<file path="config.mk">
export PLATFORM = sky130hd
export DESIGN_NAME = muldiv_sequencer_flat
export DESIGN_NICKNAME = d
export VERILOG_FILES = /design/src/rtl/muldiv_sequencer_if.sv /design/src/rtl/muldiv_sequencer.sv /design/src/flat_wrapper.sv
export SDC_FILE = /design/constraint.sdc
export NUM_CORES = 1
export LEC_CHECK = 0
export ABC_AREA = 1
export BUFFER_PORTS_ARGS = -buffer_cell sky130_fd_sc_hd__buf_4
export CAP_MARGIN = 30
export CELL_PAD_IN_SITES_DETAIL_PLACEMENT = 1
export CELL_PAD_IN_SITES_GLOBAL_PLACEMENT = 1
export CORE_MARGIN = 1
export CORE_UTILIZATION = 47
export DETAILED_ROUTE_END_ITERATION = 16
export PLACE_DENSITY_LB_ADDON = 0.1
export SKIP_LAST_GASP = 1
export SLEW_MARGIN = 20
export SYNTH_ARGS = -nofsm -noshare
export SYNTH_HDL_FRONTEND = slang
export SYNTH_SLANG_ARGS = --single-unit
</file>
<file path="constraint.sdc">
create_clock -name clock -period 10.5 [get_ports clock]
set_input_delay 0.525 -clock clock [delete_from_list [all_inputs] [get_ports clock]]
set_output_delay 0.525 -clock clock [all_outputs]
set_load 0.005 [all_outputs]
</file>
<file path="src/rtl/muldiv_sequencer_if.sv">
// Request/response handshake bundle for the iterative multiply/divide unit.
// master: issuing pipeline stage; slave: muldiv_sequencer.
interface muldiv_sequencer_if #(
    parameter int unsigned XLEN = 32
);
    logic            req_valid;
    logic            req_ready;
    logic [1:0]      op;
    logic [XLEN-1:0] rs1_val;
    logic [XLEN-1:0] rs2_val;
    logic            flush;
    logic            resp_valid;
    logic            resp_ready;
    logic [XLEN-1:0] result;
    logic            busy;

    modport master (
        output req_valid, op, rs1_val, rs2_val, flush, resp_ready,
        input  req_ready, resp_valid, result, busy
    );

    modport slave (
        input  req_valid, op, rs1_val, rs2_val, flush, resp_ready,
        output req_ready, resp_valid, result, busy
    );
endinterface

</file>
<file path="src/rtl/muldiv_sequencer.sv">
// Iterative RV32M unsigned MUL/MULHU/DIVU/REMU unit, one bit per cycle, IDLE->RUN->DONE.
// Optional MULDIV_EARLY_OUT_EN: trivial operands finish after a single step.
module muldiv_sequencer #(
    parameter int unsigned XLEN = 32
) (
    input logic               clock,
    input logic               reset,
    muldiv_sequencer_if.slave bus
);

    localparam int unsigned CntW = $clog2(XLEN + 1);

    typedef enum logic [1:0] {
        OpMul   = 2'b00,
        OpMulhu = 2'b01,
        OpDivu  = 2'b10,
        OpRemu  = 2'b11
    } op_e;

    typedef enum logic [1:0] {
        StIdle,
        StRun,
        StDone
    } state_e;

    state_e            state_q;
    op_e               op_q;
    logic [CntW-1:0]   cnt_q;
    logic [XLEN-1:0]   opnd_q;
    logic [2*XLEN-1:0] prod_q;
    logic [XLEN-1:0]   rem_q;
    logic [XLEN-1:0]   quo_q;
    logic [XLEN-1:0]   result_q;
    logic              resp_valid_q;
    logic              busy_q;
    logic              req_ready_q;

    logic [XLEN:0]     add_sum;
    logic [2*XLEN-1:0] prod_next;
    logic [XLEN:0]     rem_shift;
    logic [XLEN:0]     rem_diff;
    logic [XLEN-1:0]   rem_next;
    logic [XLEN-1:0]   quo_next;
    logic [XLEN-1:0]   final_res;

`ifdef MULDIV_EARLY_OUT_EN
    logic triv_q;

    function automatic logic is_trivial(input logic [1:0] op, input logic [XLEN-1:0] a,
                                        input logic [XLEN-1:0] b);
        if (op[1]) begin
            return (b == '0);
        end
        return (a == '0) || (b == '0);
    endfunction
`endif

    always_comb begin
        // Shift-add multiply: multiplier sits in the low half and is consumed LSB-first.
        add_sum   = {1'b0, prod_q[2*XLEN-1:XLEN]} + ({1'b0, opnd_q} & {(XLEN+1){prod_q[0]}});
        prod_next = {add_sum, prod_q[XLEN-1:1]};

        // Restoring divide: quo_q holds the remaining dividend bits, MSB-first.
        rem_shift = {rem_q, quo_q[XLEN-1]};
        rem_diff  = rem_shift - {1'b0, opnd_q};
        rem_next  = rem_diff[XLEN] ? rem_shift[XLEN-1:0] : rem_diff[XLEN-1:0];
        quo_next  = {quo_q[XLEN-2:0], ~rem_diff[XLEN]};

        case (op_q)
            OpMul:   final_res = prod_next[XLEN-1:0];
            OpMulhu: final_res = prod_next[2*XLEN-1:XLEN];
            OpDivu:  final_res = quo_next;
            default: final_res = rem_next;
        endcase

`ifdef MULDIV_EARLY_OUT_EN
        // quo_q still holds the untouched dividend on the single trivial step.
        if (triv_q) begin
            case (op_q)
                OpDivu:  final_res = '1;
                OpRemu:  final_res = quo_q;
                default: final_res = '0;
            endcase
        end
`endif
    end

    always_ff @(posedge clock or posedge reset) begin
        if (reset) begin
            state_q      <= StIdle;
            op_q         <= OpMul;
            cnt_q        <= '0;
            opnd_q       <= '0;
            prod_q       <= '0;
            rem_q        <= '0;
            quo_q        <= '0;
            result_q     <= '0;
            resp_valid_q <= 1'b0;
            busy_q       <= 1'b0;
            req_ready_q  <= 1'b1;
`ifdef MULDIV_EARLY_OUT_EN
            triv_q       <= 1'b0;
`endif
        end else if (bus.flush) begin
            state_q      <= StIdle;
            cnt_q        <= '0;
            resp_valid_q <= 1'b0;
            busy_q       <= 1'b0;
            req_ready_q  <= 1'b1;
        end else begin
            case (state_q)
                StIdle: begin
                    if (bus.req_valid) begin
                        op_q        <= op_e'(bus.op);
                        opnd_q      <= bus.op[1] ? bus.rs2_val : bus.rs1_val;
                        prod_q      <= {{XLEN{1'b0}}, bus.rs2_val};
                        quo_q       <= bus.rs1_val;
                        rem_q       <= '0;
                        state_q     <= StRun;
                        busy_q      <= 1'b1;
                        req_ready_q <= 1'b0;
`ifdef MULDIV_EARLY_OUT_EN
                        triv_q <= is_trivial(bus.op, bus.rs1_val, bus.rs2_val);
                        cnt_q  <= is_trivial(bus.op, bus.rs1_val, bus.rs2_val) ?
                                  CntW'(1) : CntW'(XLEN);
`else
                        cnt_q  <= CntW'(XLEN);
`endif
                    end
                end
                StRun: begin
                    prod_q <= prod_next;
                    rem_q  <= rem_next;
                    quo_q  <= quo_next;
                    cnt_q  <= cnt_q - CntW'(1);
                    if (cnt_q == CntW'(1)) begin
                        state_q      <= StDone;
                        resp_valid_q <= 1'b1;
                        result_q     <= final_res;
                    end
                end
                StDone: begin
                    if (bus.resp_ready) begin
                        state_q      <= StIdle;
                        resp_valid_q <= 1'b0;
                        busy_q       <= 1'b0;
                        req_ready_q  <= 1'b1;
                    end
                end
                default: begin
                    state_q <= StIdle;
                end
            endcase
        end
    end

    assign bus.req_ready  = req_ready_q;
    assign bus.resp_valid = resp_valid_q;
    assign bus.result     = result_q;
    assign bus.busy       = busy_q;

endmodule
</file>
<file path="src/flat_wrapper.sv">
// flat-port wrapper written by rule: the top's interface ports become plain ports
module muldiv_sequencer_flat 
#(
    parameter int unsigned XLEN = 32
)
  (clock, reset, bus_req_valid, bus_op, bus_rs1_val, bus_rs2_val, bus_flush, bus_resp_ready, bus_req_ready, bus_resp_valid, bus_result, bus_busy);
  muldiv_sequencer_if #(.XLEN(XLEN)) bus_i ();
  input logic clock;
  input logic reset;
  input wire logic [$bits(bus_i.req_valid)-1:0] bus_req_valid;
  input wire logic [$bits(bus_i.op)-1:0] bus_op;
  input wire logic [$bits(bus_i.rs1_val)-1:0] bus_rs1_val;
  input wire logic [$bits(bus_i.rs2_val)-1:0] bus_rs2_val;
  input wire logic [$bits(bus_i.flush)-1:0] bus_flush;
  input wire logic [$bits(bus_i.resp_ready)-1:0] bus_resp_ready;
  output wire logic [$bits(bus_i.req_ready)-1:0] bus_req_ready;
  output wire logic [$bits(bus_i.resp_valid)-1:0] bus_resp_valid;
  output wire logic [$bits(bus_i.result)-1:0] bus_result;
  output wire logic [$bits(bus_i.busy)-1:0] bus_busy;
  assign bus_i.req_valid = bus_req_valid;
  assign bus_i.op = bus_op;
  assign bus_i.rs1_val = bus_rs1_val;
  assign bus_i.rs2_val = bus_rs2_val;
  assign bus_i.flush = bus_flush;
  assign bus_i.resp_ready = bus_resp_ready;
  assign bus_req_ready = bus_i.req_ready;
  assign bus_resp_valid = bus_i.resp_valid;
  assign bus_result = bus_i.result;
  assign bus_busy = bus_i.busy;
  muldiv_sequencer #(.XLEN(XLEN)) u_core (.clock(clock), .reset(reset), .bus(bus_i));
endmodule
</file>
==> results of run 1 <==
## routing by layer
| metal | wire length (um) | up-vias | part of all wire [%] |
|---|---|---|---|
| met5 | 0 | - | 0 |
| met2 | 28500 | 493 | 47 |
| li1 | - | 7643 | - |
| met4 | 1720 | 0 | 2.9 |
| met1 | 26100 | 8097 | 43 |
| met3 | 4010 | 100 | 6.6 |
## critical path: stages, from the launching register on
cell	delay (ps)
dfrtp_1	420
nor2_1	130
nand2_1	110
nor2_1	330
a21oi_2	130
nand2_2	80
buf_4	630
clkinv_2	180
buf_4	360
buf_12	280
o211ai_1	130
o21ai_0	130
## cell usage in the layout (no fill, tap or decap), drive strengths merged, types with 7 or more instances in the layout
cell type,netlist,layout
inv,406,407
nand2,964,964
dfrtp,204,204
buf,30,117
o211ai,60,60
a21oi,119,119
nand4,15,15
a22o,8,8
or2,7,7
clkinv,2,11
clkbuf,55,37
a32o,10,10
xor2,20,20
o21ai,86,86
nor3,18,18
nand3,134,134
a31oi,39,39
ha,66,66
nor2,123,123
## flip-flops by register name, summed over array words and instances (netlist names)
register	cells
u_core.prod_q	64
u_core.bus.result	32
u_core.opnd_q	32
u_core.quo_q	32
u_core.rem_q	32
u_core.cnt_q	6
u_core.op_q	2
u_core.state_q	2
u_core.bus.busy	1
u_core.bus.req_ready	1
u_core.bus.resp_valid	1
## cell type report
class | count | area (um2) | area share, %
Clock buffer | 37 | 783 | 4.52
Clock inverter | 13 | 114 | 0.658
Inverter | 408 | 1540 | 8.90
Multi-Input combinational cell | 1704 | 8290 | 47.9
Sequential cell | 205 | 5130 | 29.6
Tap cell | 435 | 544 | 3.14
Timing Repair Buffer | 117 | 911 | 5.26
## where the power goes
part	total [mW]	internal, mW	switching [mW]
sequential	1.46	1.11	0.346
combinational	2.99	0.948	2.04
clock	0.943	0.549	0.394
total	5.39	2.61	2.78
## through the flow
stage	power, mW	instance area, um2	setup slack [ps]
floorplan	3.31	15300	4380
global placement	4.23	16400	7190
detailed placement	4.35	16400	7180
CTS	5.33	17300	7370
global route	5.75	17300	7140
finish	5.39	17300	7320
## cell families after synthesis
kind of cell    count (synthesis)  share of synthesized area [%]
compound gates                338                           13.3
flops                         205                           33.4
xor+xnor                       24                           1.37
buf+inv                       493                           12.7
fa+ha+maj                      68                           5.64
simple gates                 1274                           33.6
## how the worst max path moves through the flow
| stage | startpoint | endpoint | slack (ps) | cells past startpoint |
|---|---|---|---|---|
| after floorplan | reset | u_core.bus.busy | 4380 | 1 |
| after global placement | bus_flush | u_core.quo_q[31] | 7190 | 11 |
| after detailed placement | bus_flush | u_core.prod_q[22] | 7180 | 12 |
| after CTS | u_core.state_q[0] | u_core.prod_q[18] | 7370 | 11 |
| after global routing | u_core.prod_q[0] | u_core.bus.result[30] | 7140 | 16 |
| final | u_core.state_q[0] | u_core.prod_q[18] | 7320 | 11 |
==> impl_metrics.json, run 1 <==
{
  "outcome": "complete, no violations",
  "syn_area_mm2": 0.0153,
  "avgSynthCellArea_um2": 6.39,
  "synthTopCellsByArea": "dfrtp_1 33%, nand2_1 23%, inv_1 9.8%",
  "cap_violations": 0,
  "ios": 106,
  "holdWs_ps": 55.4,
  "grt.met3_usage_pct": 3.89,
  "ctsHoldBuffers": 0,
  "syn_nets": 2541,
  "yosys_warnings": 0,
  "synth-async-reset-ratio_pct": 100,
  "p_per_area_mw_per_mm2": 311,
  "drc_errors": 0,
  "drtIter0Drc": 1198,
  "yosysTopAreaCellShare_pct": 33.3,
  "cp-start-kind": "flop",
  "ctsResizeCount": 0,
  "n_antenna_cell": 0,
  "grt_pass1_wl_um": 93500,
  "synth.distinct_cells": 45,
  "die-width_um": 183,
  "wl_per_cell_um": 20.7,
  "drt_pass1_iterations": 6,
  "min_period_ps": 3180,
  "cts_setup_buffers": 0,
  "finalSetupViolCount": 0,
  "ant_nets": 0,
  "clockRootBuffer": "clkbuf_16",
  "period_share_pct": 30.3,
  "start_util_pct": 48.2,
  "clock.fmax_mhz": 314,
  "finish.utilization_pct": 54.5,
  "rrSetupSlack_ps": 7320,
  "clock_tree.buffer_depth": 3,
  "cts_tree": "done",
  "synth-edff-count": 0,
  "die_area_mm2": 0.0334,
  "skew_ps": 34.1,
  "ys.flop_type": "dfrtp_1",
  "vias": 16333,
  "cp-end-kind": "flop",
  "finalNetCount": 2602,
  "io_buffers": 105,
  "r2r_end": "u_core.prod_q[18]",
  "grt_max_degree": 101,
  "worstReg2RegStart": "u_core.state_q[0]",
  "placementRows": 65,
  "core_mm2": 0.0318,
  "hold_viol_final": 0,
  "area_growth_pct": 12.9,
  "antenna_found_initial": 0,
  "met1_usage_pct": 49.0,
  "finalWeightedCongestion": 0.969,
  "synth_cells": 2402,
  "max_slew_margin_pct": 34.5,
  "synth_most_common_cell": "nand2_1",
  "numCtsBuffers": 27,
  "worstSetupPathType": "flop to flop",
  "synth.largest_area_cell": "dfrtp_1",
  "hold_class": "input pin to asynchronous set/reset pin",
  "place_inst": 2868,
  "fin_cells": 2919,
  "drive_above_1_share_pct": 8.45,
  "clock-sinks": 205,
  "dpl.hpwl_um": 46100,
  "cp.arrival_ps": 3600,
  "top_usage_layer": "met2",
  "worstSkewPairLatency_ps": 560,
  "grt.overflow.total": 0,
  "reg2regPathDepth": 11,
  "die_h_um": 183,
  "setup_tns_ps": 0,
  "crit_fanout": 66,
  "maxSlewViolCount": 0,
  "via_per_inst": 5.60,
  "peakVddDrop_mv": 0.226,
  "p_leak_nw": 9.79,
  "path_clk_slew_ps": 60,
  "synth.top_cells.by_count": "945 x nand2_1, 399 x inv_1, 204 x dfrtp_1, 133 x nand3_1, 120 x nor2_1",
  "use_met2_pct": 61.6,
  "cp.required_ps": 10910,
  "grt_setup_unrepaired": "false",
  "fill_cells": 4316,
  "grt_pass1_vias": 16730,
  "routed_wl_um": 60300,
  "grt_use_total_pct": 36.4,
  "synth_seq_area_share_pct": 33.4,
  "cts_max_level": 1,
  "ys_ff_latch": 205,
  "tightest_slew_ps": 977
}
Power figures use the tool's default switching activity.
==> run 2, diff against run 1 <==
CORE_UTILIZATION = 40   (was 47)
clock period = 2.85 ns   (was 10.5 ns; I/O delays follow)
==> impl_metrics.json, run 2 (synthesized netlist as in run 1, its figures left out) <==
{
  "area_growth_pct": 23.0,
  "clock.fmax_mhz": 364,
  "cp-end-kind": "flop",
  "place_inst": 3005,
  "grt_pass1_wl_um": 101000,
  "placed_area_mm2": 0.0171,
  "io_buffers": 105,
  "antenna_found_initial": 0,
  "peakVddDrop_mv": 0.575,
  "cp.arrival_ps": 3180,
  "grt_use_total_pct": 33.9,
  "grt_max_degree": 72,
  "worstSetupPathType": "flop to flop",
  "maxSlewViolCount": 0,
  "period_share_pct": 96.5,
  "layout_commonest_cell": "nand2_1",
  "p_leak_nw": 10.5,
  "cts_max_level": 1,
  "wl_per_cell_um": 20.8,
  "clock-sinks": 205,
  "cp-start-kind": "flop",
  "placementRows": 71,
  "ios": 106,
  "finalSetupViolCount": 0,
  "grt_setup_unrepaired": "true",
  "setup_tns_ps": 0,
  "clockRootBuffer": "clkbuf_16",
  "via_per_inst": 5.31,
  "crit_fanout": 20,
  "max_slew_margin_pct": 43.2,
  "cp.required_ps": 3280,
  "drt_pass1_iterations": 5,
  "drc_errors": 0,
  "die_area_mm2": 0.0391,
  "drive_above_1_share_pct": 11.0,
  "routed_wl_um": 65200,
  "clock_tree.buffer_depth": 3,
  "mostFrequentLayoutCells": "938 x nand2_1, 397 x inv_1, 200 x dfrtp_1",
  "top_register": "u_core.prod_q",
  "die_h_um": 198,
  "finish.utilization_pct": 50.1,
  "skew_ps": 21.2,
  "n_antenna_cell": 0,
  "finalWeightedCongestion": 0.968,
  "min_period_ps": 2750,
  "ant_nets": 0,
  "total_power_mw": 20.7,
  "outcome": "complete, no violations",
  "worstSkewPairLatency_ps": 550,
  "core_mm2": 0.0377,
  "reg2regPathDepth": 15,
  "fin_cells": 3131,
  "dpl.hpwl_um": 49600,
  "path_clk_slew_ps": 60,
  "finalNetCount": 2744,
  "hold_path_depth": 3,
  "p_per_area_mw_per_mm2": 1100,
  "numCtsBuffers": 25,
  "cap_violations": 0,
  "vias": 16639,
  "grt.overflow.total": 0,
  "drtIter0Drc": 1011,
  "start_util_pct": 40.7,
  "stdcell_area_mm2": 0.0189,
  "hold_class": "input pin to flop",
  "cts_tree": "done",
  "tightest_slew_ps": 852,
  "die-width_um": 198,
  "hold_viol_final": 0,
  "grt_pass1_vias": 17343,
  "largest_register_ffs": 64
}
## run 2: worst max-delay path, cell delays in order (launching register included)
cell and delay, ps:
dfrtp_2 450, inv_1 100, ha_2 410, nand2_1 130, nor2_2 190, buf_4 150, nand2_1 70, nor2_1 180
nand2_4 100, nand3_2 120, nand2_4 120, buf_12 180, nand2_1 90, nand3_1 150, nand2_1 120, nand2_1 60
## run 2: final cells by class
class,count,area (um2)
inverter,408,1540
sequential,205,5140
clock inverter,6,105
tap,511,639
clock buffer,36,717
multi-input combinational,1704,8380
fill,5039,18800
timing repair buffer,261,2360
## run 2: routing by layer
metal / vias to the layer above / track usage [%] / share of wire (%)
met5: - / 0 / 0
met4: 0 / 9.50 / 2.8
met3: 93 / 3.53 / 4.9
met2: 424 / 57.2 / 47
met1: 8190 / 45.9 / 45
li1: 7932 / - / -
## run 2: where the power goes
group          total, mW  internal, mW  switching, mW
Sequential          5.33          4.10           1.22
Clock               3.33          2.00           1.34
Combinational       12.1          4.16           7.91
## run 2: worst paths after layout
| check | slack, ps | start | endpoint |
|---|---|---|---|
| setup / recovery | 100 | u_core.opnd_q[23] | u_core.bus.result[20] |
| hold / removal | 110 | bus_op[1] | u_core.opnd_q[27] |
| setup reg to reg | 100 | u_core.opnd_q[23] | u_core.bus.result[20] |
| hold reg to reg | 480 | u_core.bus.result[6] | u_core.bus.result[6] |
| max in group asynchronous | 1920 | reset | u_core.rem_q[21] |
| min in group asynchronous | 160 | reset | u_core.opnd_q[3] |
## run 2: repair_timing
item,CTS,global route
setup buffers,0,1
gates resized for setup,2,30
pin swaps,0,1
hold buffers,82,0
endpoints found under the hold margin,121,0
endpoints found under the setup margin,6,39
## run 2: per-stage QoR
stage / setup slack (ps) / hold WS (ps)
final: 100 / 109
after floorplan: 50.0 / 263
after global routing: -22.6 / 116
after detailed placement: -62.9 / 376
after global placement: -8.44 / 369
after CTS: 13.3 / 82.8
